## config.mk

```make
export PLATFORM = sky130hd
export DESIGN_NAME = div_unit
export DESIGN_NICKNAME = d
export VERILOG_FILES = /design/src/rtl/div_pkg.sv /design/src/rtl/div_step.sv /design/src/rtl/div_unit.sv
export SDC_FILE = /design/constraint.sdc
export NUM_CORES = 1
export LEC_CHECK = 0
export BUFFER_PORTS_ARGS = -buffer_cell sky130_fd_sc_hd__buf_2
export CAP_MARGIN = 20
export CORE_UTILIZATION = 40
export CTS_BUF_LIST = sky130_fd_sc_hd__clkbuf_2 sky130_fd_sc_hd__clkbuf_4 sky130_fd_sc_hd__clkbuf_8
export CTS_CLUSTER_DIAMETER = 100
export DETAILED_ROUTE_END_ITERATION = 16
export GPL_ROUTABILITY_DRIVEN = 0
export MAX_ROUTING_LAYER = met4
export PLACE_DENSITY = 0.69
export SYNTH_ARGS = -nofsm -noshare
export SYNTH_HDL_FRONTEND = slang
export SYNTH_SLANG_ARGS = --single-unit
```

## constraint.sdc

```tcl
create_clock -name clk -period 3.05 [get_ports clk]
set_input_delay 0.305 -clock clk [delete_from_list [all_inputs] [get_ports clk]]
set_output_delay 0.305 -clock clk [all_outputs]
set_load 0.05 [all_outputs]
```

## src/rtl/div_pkg.sv

```systemverilog
// Shared types and constants for the sequential restoring divider.
package div_pkg;

    typedef enum logic [1:0] {IDLE, BUSY, FIX, DONE} div_state_t;

    localparam int unsigned DIV_CYCLES = 32;
    localparam int unsigned DIV_CNT_W  = 5;

endpackage

```

## src/rtl/div_step.sv

```systemverilog
// One combinational restoring-division iteration: shift in the next dividend bit,
// trial-subtract the divisor magnitude, keep or restore.
module div_step #(
    parameter int unsigned WIDTH = 32
) (
    input  logic [WIDTH:0]   rem_i,
    input  logic             bit_i,
    input  logic [WIDTH-1:0] dvsr_i,
    output logic [WIDTH:0]   rem_o,
    output logic             q_o
);

    logic [WIDTH+1:0] shifted;
    logic [WIDTH+1:0] diff;

    always_comb begin
        shifted = {rem_i, bit_i};
        diff    = shifted - {2'b00, dvsr_i};
        // A set top bit means the trial subtraction went negative.
        q_o     = ~diff[WIDTH+1];
        rem_o   = q_o ? diff[WIDTH:0] : shifted[WIDTH:0];
    end

endmodule

```

## src/rtl/div_unit.sv

```systemverilog
// Sequential signed divider: quotient to lo, remainder to hi, 34 cycles per op.
// Optional DIV_ZERO_EXC_EN adds the div_zero port and a one-cycle divide-by-zero exit.
module div_unit
    import div_pkg::*;
#(
    parameter int unsigned WIDTH = 32
) (
    input  logic             clk,
    input  logic             reset_n,
    input  logic             start,
    input  logic [WIDTH-1:0] dividend,
    input  logic [WIDTH-1:0] divisor,
    output logic             busy,
    output logic             done,
    output logic [WIDTH-1:0] hi,
    output logic [WIDTH-1:0] lo
`ifdef DIV_ZERO_EXC_EN
    ,
    output logic             div_zero
`endif
);

    div_state_t           state_q, state_d;
    logic [DIV_CNT_W-1:0] cnt_q, cnt_d;
    logic [WIDTH:0]       rem_q, rem_d;
    logic [WIDTH-1:0]     quo_q, quo_d;
    logic [WIDTH-1:0]     dvsr_q, dvsr_d;
    logic                 sgn_quo_q, sgn_quo_d;
    logic                 sgn_rem_q, sgn_rem_d;
    logic [WIDTH-1:0]     hi_q, hi_d;
    logic [WIDTH-1:0]     lo_q, lo_d;
    logic                 busy_q, busy_d;
    logic                 done_q, done_d;
    logic                 dz_q, dz_d;

    logic [WIDTH:0]       step_rem;
    logic                 step_q;

    // quo_q starts as |dividend| and fills with quotient bits from the right.
    div_step #(
        .WIDTH (WIDTH)
    ) u_div_step (
        .rem_i  (rem_q),
        .bit_i  (quo_q[WIDTH-1]),
        .dvsr_i (dvsr_q),
        .rem_o  (step_rem),
        .q_o    (step_q)
    );

    always_comb begin
        state_d   = state_q;
        cnt_d     = cnt_q;
        rem_d     = rem_q;
        quo_d     = quo_q;
        dvsr_d    = dvsr_q;
        sgn_quo_d = sgn_quo_q;
        sgn_rem_d = sgn_rem_q;
        hi_d      = hi_q;
        lo_d      = lo_q;
        dz_d      = dz_q;

        unique case (state_q)
            IDLE: begin
                if (start) begin
                    dz_d      = 1'b0;
                    dvsr_d    = divisor[WIDTH-1] ? -divisor : divisor;
                    quo_d     = dividend[WIDTH-1] ? -dividend : dividend;
                    rem_d     = '0;
                    sgn_quo_d = dividend[WIDTH-1] ^ divisor[WIDTH-1];
                    sgn_rem_d = dividend[WIDTH-1];
                    cnt_d     = '0;
                    state_d   = BUSY;
`ifdef DIV_ZERO_EXC_EN
                    if (divisor == '0) begin
                        dz_d    = 1'b1;
                        state_d = DONE;
                    end
`endif
                end
            end
            BUSY: begin
                rem_d = step_rem;
                quo_d = {quo_q[WIDTH-2:0], step_q};
                if (cnt_q == DIV_CNT_W'(DIV_CYCLES - 1)) begin
                    state_d = FIX;
                end else begin
                    cnt_d = cnt_q + 1'b1;
                end
            end
            FIX: begin
                lo_d    = sgn_quo_q ? -quo_q : quo_q;
                hi_d    = sgn_rem_q ? -rem_q[WIDTH-1:0] : rem_q[WIDTH-1:0];
                state_d = DONE;
            end
            DONE: begin
                state_d = IDLE;
            end
            default: begin
                state_d = IDLE;
            end
        endcase

        busy_d = (state_d == BUSY) || (state_d == FIX);
        done_d = (state_d == DONE);
    end

    always_ff @(posedge clk or negedge reset_n) begin
        if (!reset_n) begin
            state_q   <= IDLE;
            cnt_q     <= '0;
            rem_q     <= '0;
            quo_q     <= '0;
            dvsr_q    <= '0;
            sgn_quo_q <= 1'b0;
            sgn_rem_q <= 1'b0;
            hi_q      <= '0;
            lo_q      <= '0;
            busy_q    <= 1'b0;
            done_q    <= 1'b0;
            dz_q      <= 1'b0;
        end else begin
            state_q   <= state_d;
            cnt_q     <= cnt_d;
            rem_q     <= rem_d;
            quo_q     <= quo_d;
            dvsr_q    <= dvsr_d;
            sgn_quo_q <= sgn_quo_d;
            sgn_rem_q <= sgn_rem_d;
            hi_q      <= hi_d;
            lo_q      <= lo_d;
            busy_q    <= busy_d;
            done_q    <= done_d;
            dz_q      <= dz_d;
        end
    end

    assign busy = busy_q;
    assign done = done_q;
    assign hi   = hi_q;
    assign lo   = lo_q;

`ifdef DIV_ZERO_EXC_EN
    assign div_zero = dz_q;
`else
    logic unused_dz;
    assign unused_dz = dz_q;
`endif

endmodule

```

==> results of run 1 <==
power breakdown:
| part | switching (mW) | leakage [nW] | internal, mW | total [mW] |
|---|---|---|---|---|
| registers | 1.01 | 2.04 | 3.12 | 4.13 |
| logic | 5.43 | 3.68 | 4.41 | 9.84 |
| clock network | 1.03 | 0.218 | 0.709 | 1.74 |
| total | 7.47 | 5.94 | 8.24 | 15.7 |
stage by stage:
| stage | cells | hold slack (ns) | setup TNS, ns | util | setup WS, ns |
|---|---|---|---|---|---|
| after floorplan | 1295 | 0.00941 | 0 | - | 0.0651 |
| after global placement | 1788 | 0.218 | 0 | 0.460 | 0.0316 |
| after detailed placement | 1788 | 0.222 | -0.172 | 0.460 | -0.0338 |
| after CTS | 1821 | 0.0955 | 0 | 0.477 | 0.00155 |
| after global routing | 1832 | 0.107 | -0.290 | 0.488 | -0.0734 |
| final | 1832 | 0.114 | 0 | 0.488 | 0.0803 |
worst max-delay path by stage:
stage          cells after the start                   from                     to  slack, ns
3_3_place_gp                      10  rem_q[19]$_DFFE_PN0P_  rem_q[14]$_DFFE_PN0P_       0.03
2_1_floorplan                     10  rem_q[15]$_DFFE_PN0P_   rem_q[1]$_DFFE_PN0P_       0.07
5_1_grt                           10   rem_q[1]$_DFFE_PN0P_  rem_q[31]$_DFFE_PN0P_      -0.07
3_5_place_dp                      10   rem_q[9]$_DFFE_PN0P_  rem_q[17]$_DFFE_PN0P_      -0.03
4_1_cts                            8   rem_q[9]$_DFFE_PN0P_  rem_q[31]$_DFFE_PN0P_      0.002
6_report                          11  dvsr_q[1]$_DFFE_PN0P_  rem_q[12]$_DFFE_PN0P_       0.08
cell type report:
class	count	share of cell area
flip-flops and latches	172	0.325
well taps	372	0.0351
diodes	1	0.000189
repair buffers	197	0.0934
inverters	53	0.0150
multi-input cells	1005	0.498
clock buffers	17	0.0176
clock inverters	15	0.0153
cell usage in the layout (no fill, tap or decap), types with 16 or more instances in the layout:
master / instances
a22oi_1: 27
dfrtp_1: 165
a21oi_1: 33
mux2i_1: 28
buf_2: 131
ha_1: 30
or4_1: 21
xnor2_1: 33
xor2_1: 110
o41ai_1: 16
o31ai_1: 28
nor2_1: 38
inv_1: 52
nand2_1: 214
o21ai_0: 193
clkbuf_8: 17
buf_4: 58
sequential cells by signal (all words and copies together), names as in the netlist:
name and cells:
sgn_quo_q 1, quo_q 32, hi 32, busy 1, cnt_q 5, done 1
dvsr_q 32, rem_q 33, lo 32, state_q 2, sgn_rem_q 1
metal layers:
layer,part of all wire,vias up,track usage
met5,0,-,-
li1,-,4921,-
met4,0.021,0,0.0678
met3,0.057,49,0.0320
met1,0.49,4672,0.301
met2,0.43,295,0.296
tightest hold or removal path, cell delays in order:
cell and delay, ns:
buf_2 0.09, nand3b_1 0.10, o32ai_1 0.07
kinds of logic after synthesis:
family / count (synthesis) / synth area share
AO/OA/AOI/OAI: 407 / 0.224
AND/OR/NAND/NOR: 388 / 0.166
flip-flops: 172 / 0.385
XOR/XNOR: 143 / 0.112
buffers and inverters: 118 / 0.0426
adder cells (fa/ha/maj): 39 / 0.0444
multiplexers: 28 / 0.0251
what timing repair did:
| action | CTS | global route |
|---|---|---|
| hold buffers | 1 | 0 |
| resized for setup | 2 | 46 |
| buffers inserted | 0 | 8 |
| endpoints found under the setup margin | 15 | 46 |
| hold endpoints to repair | 32 | 0 |
| pin swaps | 0 | 9 |
| gates cloned | 0 | 1 |
==> metrics.yaml, run 1 <==
die:
  std_cell_rows: 60
  start_util: 0.411
  die_area_um2: 28600
  core_area_um2: 27200
  io_pins: 133
  fp.dieH_um: 169
  dieWidth_um: 169
placement:
  io_buffer_count: 132
  place_area_um2: 12500
  dp_hpwl_um: 21200
yosys:
  netlist_top_cells_area: "dfrtp_1 39%, o21ai_0 8.8%, xor2_1 8.6%, nand2_1 7.3%, ha_1 4.3%"
  synthCells: 1295
  synth.most_common_cell: "nand2_1"
  async_flop_share: 1.00
  syn-num-nets: 1401
  ys_types: 71
  synth_top_cell_by_area: "dfrtp_1"
  yosysWarnings: 0
  synth_top_area_frac: 0.385
  synth_area_um2: 11200
  postSynthAreaPerCell_um2: 8.63
  synth_edf_count: 0
  synth_common_cells: "216 x nand2_1, 196 x o21ai_0, 172 x dfrtp_1, 110 x xor2_1"
  synth_top_flop_cell: "dfrtp_1"
  ys_seq_area_frac: 0.385
  ys_seq_elements: 172
power:
  power.leakage_nw: 5.94
  finalPower_mw: 15.7
  power_density_nw_per_um2: 1180
  irDropWorstVdd_mv: 0.644
timing:
  period_share: 0.974
  worst_pin_slew_ns: 1.13
  period_needed_ns: 2.97
  slew_headroom: 0.247
  max_freq_mhz: 337
  rsz0062_at_grt: "true"
  slew_violations: 0
  fin_skew_ns: 0.0174
  hold_violations: 0
  finalSetupViolations: 0
global_routing:
  overflow: 0
  grt_antenna_before_repair: 1
  groute.usage.overall: 0.208
  grt_max_degree: 131
  grt_pass1_vias: 9189
  grt_first_pass_wirelength_um: 46600
critical_path:
  reg2reg_depth: 11
  crit_slowest_cell: "dfrtp_1"
  timing.rr.start: "dvsr_q[1]$_DFFE_PN0P_"
  r2r_slack_ns: 0.08
  cp_cell_sequence: "inv_1 -> ha_1 -> nor2b_1 -> o31a_1 -> o21ai_0 -> a21oi_2 -> o211a_1 -> a211oi_4 -> buf_12 -> nor2_1 -> a311o_1"
  slowest_delay_ns: 0.40
  cp_top_family: "compound AO/OA/AOI/OAI gates"
  arrival_ns: 3.34
  worstPathBufferInverterCount: 2
  critical_path_required_ns: 3.42
  worst-setup-path-type: "reg2reg"
  worstReg2RegEnd: "rem_q[12]$_DFFE_PN0P_"
  end_kind: "register"
  cp_max_fo: 13
  cp-start-kind: "register"
drt:
  dr.pass1.iters: 5
  drc_errors: 0
  routed_via_density: 5.42
  avgRoutedWirePerCell_um: 15.7
  ant_nets: 0
  first_iter_violations: 681
  drt_wl_total_um: 28800
  route.vias.total: 9937
clock_network:
  cts.clk_slew.worst_paths_ns: 0.11
  clockBufferDepth: 2
  htree_levels: 4
  tritoncts: "built"
  clk_latency_ns: 0.49
  numClockSinks: 172
  cts_buffers: 17
  cts_root_buf: "clkbuf_8"
cells_and_area:
  num-fill-cells: 2644
  ff_latch_area_um2: 4310
  areaGrowthSynthToFinish_pct: 18.8
  layout.nets: 1552
  final_area_um2: 13300
  drive_gt1_frac: 0.199
  multi_input_area_um2: 6610
worst_hold_path:
  hold_end: "dvsr_q[31]$_DFFE_PN0P_"
  hp-start: "divisor[30]"
  holdPathStages: 3
  hp-class: "in2reg"
job:
  drv_cap: 0
outcome:
  outcome: "completed"
Note: power is estimated with default switching activity, not from simulation.
==> run 2: changes to the inputs <==
--- a/config.mk
+++ b/config.mk
@@ -7,8 +7,9 @@
 export LEC_CHECK = 0
 export BUFFER_PORTS_ARGS = -buffer_cell sky130_fd_sc_hd__buf_2
 export CAP_MARGIN = 20
+export CORE_ASPECT_RATIO = 0.75
 export CORE_UTILIZATION = 40
-export CTS_BUF_LIST = sky130_fd_sc_hd__clkbuf_2 sky130_fd_sc_hd__clkbuf_4 sky130_fd_sc_hd__clkbuf_8
+export CTS_BUF_LIST = sky130_fd_sc_hd__clkbuf_4 sky130_fd_sc_hd__clkbuf_8
 export CTS_CLUSTER_DIAMETER = 100
 export DETAILED_ROUTE_END_ITERATION = 16
 export GPL_ROUTABILITY_DRIVEN = 0
==> run 2 against run 1 <==
Via count rose by 0.51%. Largest cell class unchanged. Largest power group unchanged. Flip-flop and latch count did not move. Setup slack got worse by 0.032 ns. Combinational power rose by 6%. Die area barely moved. Wire length rose by 7.6%. Clock power rose by 16%. Sequential share of layout area fell by 0.18 points.
==> metrics.yaml, run 2 (synthesized netlist as in run 1, its figures left out) <==
critical_path:
  cp_top_family: "simple AND/OR/NAND/NOR gates"
  r2r_slack_ns: 0.05
  worstPathBufferInverterCount: 1
  cp-start-kind: "register"
  worst-setup-path-type: "reg2reg"
  reg2reg_depth: 10
  crit_top_cell: "or4_4"
  cp_num_cells: 10
  cp_cell_sequence: "inv_1 -> ha_2 -> and2b_2 -> nand3_2 -> or3_4 -> or4_4 -> or4_4 -> o41ai_4 -> xor2_1 -> o21ai_1"
  timing.rr.start: "rem_q[0]$_DFFE_PN0P_"
  critical_path_required_ns: 3.39
  cp_max_fo: 4
  crit_slowest_cell: "or4_4"
  end_kind: "register"
  arrival_ns: 3.34
  worstReg2RegEnd: "hi[26]$_DFFE_PN0N_"
  slowest_delay_ns: 0.50
die:
  std_cell_rows: 52
  die_area_um2: 28600
  io_pins: 133
  start_util: 0.411
  fp.dieH_um: 147
  core_area_um2: 27200
  dieWidth_um: 195
power:
  finalPower_mw: 16.4
  switching_share: 0.467
  power_frac_comb: 0.632
  p_int_mw: 8.73
  power_frac_seq: 0.246
  power.leakage_nw: 6.02
  power.net_switching_mw: 7.65
  power_density_nw_per_um2: 1230
  irDropWorstVdd_mv: 0.712
  p_clk_frac: 0.122
global_routing:
  overflow: 0
  grt_max_degree: 131
  grt_pass1_vias: 9095
  groute.usage.overall: 0.220
  grt_first_pass_wirelength_um: 48800
  grt_antenna_before_repair: 1
timing:
  period_share: 0.984
  worst_pin_slew_ns: 0.994
  fin_skew_ns: 0.0188
  slew_headroom: 0.338
  slew_violations: 0
  rsz0062_at_grt: "true"
  setup_ws_ns: 0.0488
  hold_violations: 0
  finalSetupViolations: 0
  max_freq_mhz: 333
  period_needed_ns: 3.00
clock_network:
  htree_levels: 4
  cts_root_buf: "clkbuf_8"
  clockBufferDepth: 2
  numClockSinks: 172
  clk_latency_ns: 0.47
  tritoncts: "built"
  cts.clk_slew.worst_paths_ns: 0.10
  cts_buffers: 17
worst_hold_path:
  hp-start: "divisor[30]"
  holdPathStages: 3
  hp-class: "in2reg"
  hold_end: "dvsr_q[31]$_DFFE_PN0P_"
drt:
  routed_via_density: 5.47
  drt_wl_total_um: 31000
  route.vias.total: 9988
  ant_nets: 0
  avgRoutedWirePerCell_um: 17.0
  dr.pass1.iters: 5
  drc_errors: 0
  first_iter_violations: 909
cells_and_area:
  areaGrowthSynthToFinish_pct: 19.5
  drive_gt1_frac: 0.202
  mostFrequentLayoutCells: "214 x nand2_1, 189 x o21ai_0, 164 x dfrtp_1, 131 x buf_2, 110 x xor2_1"
  layout.nets: 1567
  layout_commonest_cell: "nand2_1"
  largest_register: "rem_q"
  final_core_util: 0.491
  largest_reg_flops: 33
outcome:
  outcome: "completed"
job:
  drv_cap: 0
placement:
  io_buffer_count: 132
  dp_hpwl_um: 23300
  dp_slack_ns: -0.0551
==> run 2: cell types whose count changed in the layout (fill, tap and decap cells not counted), sizes merged <==
cell,change
buf,+16
bufinv,+5
clkbuf,-1
clkinv,-9
clkinvlp,+2
inv,+1
==> run 2: repair_timing <==
item                                   CTS  global route
setup endpoints to repair               12            42
buffers inserted                         1             7
endpoints found under the hold margin   64             0
pin swaps                                1             8
hold buffers                             1             0
resized for setup                        7            35
==> run 2: worst max-delay path by stage <==
| stage | startpoint | endpoint | slack [ns] |
|---|---|---|---|
| detailed placement | rem_q[9]$_DFFE_PN0P_ | rem_q[29]$_DFFE_PN0P_ | -0.06 |
| finish | rem_q[0]$_DFFE_PN0P_ | hi[26]$_DFFE_PN0N_ | 0.05 |
| global route | rem_q[0]$_DFFE_PN0P_ | hi[26]$_DFFE_PN0N_ | -0.06 |
| global placement | rem_q[9]$_DFFE_PN0P_ | rem_q[29]$_DFFE_PN0P_ | 0.005 |
| floorplan | rem_q[15]$_DFFE_PN0P_ | rem_q[1]$_DFFE_PN0P_ | 0.07 |
| CTS | rem_q[3]$_DFFE_PN0P_ | hi[26]$_DFFE_PN0N_ | 0.002 |
==> run 2: layout make-up <==
cell class / instances / area [um^2]
diodes: 1 / 2.50
well taps: 351 / 439
repair buffers: 212 / 1360
clock inverters: 14 / 253
inverters: 53 / 199
multi-input cells: 1005 / 6550
flip-flops and latches: 172 / 4310
clock buffers: 17 / 234
fillers: 2589 / 13800
==> run 2: stage by stage <==
stage | cells | setup TNS, ns | instance area (um^2) | hold slack (ns)
2_1_floorplan | 1295 | 0 | 11200 | 0.00941
3_3_place_gp | 1783 | 0 | 12600 | 0.358
3_5_place_dp | 1783 | -0.139 | 12600 | 0.357
4_1_cts | 1816 | 0 | 13100 | 0.102
5_1_grt | 1825 | -0.123 | 13300 | 0.124
6_report | 1825 | 0 | 13300 | 0.128
==> run 2: tightest hold or removal path, cell delays in order <==
cell,delay [ns]
buf_2,0.09
nand3b_1,0.10
o32ai_1,0.07
==> run 2: metal layers <==
metal / wire length, um / GRT usage / share of wire / vias up
met2: 12100 / 0.283 / 0.39 / 339
met3: 2450 / 0.0443 / 0.079 / 29
met4: 293 / 0.0472 / 0.0095 / 0
met5: 0 / - / 0 / -
li1: - / - / - / 4957
met1: 16200 / 0.344 / 0.52 / 4663
==> run 2: power groups by stage <==
stage	Sequential [mW]	Clock [mW]	Combinational, mW
finish	4.02	2.01	10.4
global route	4.12	2.15	11.2
CTS	3.97	2.04	9.79
detailed placement	4.01	0	9.65
global placement	3.95	0	9.49
floorplan	4.20	0	6.38
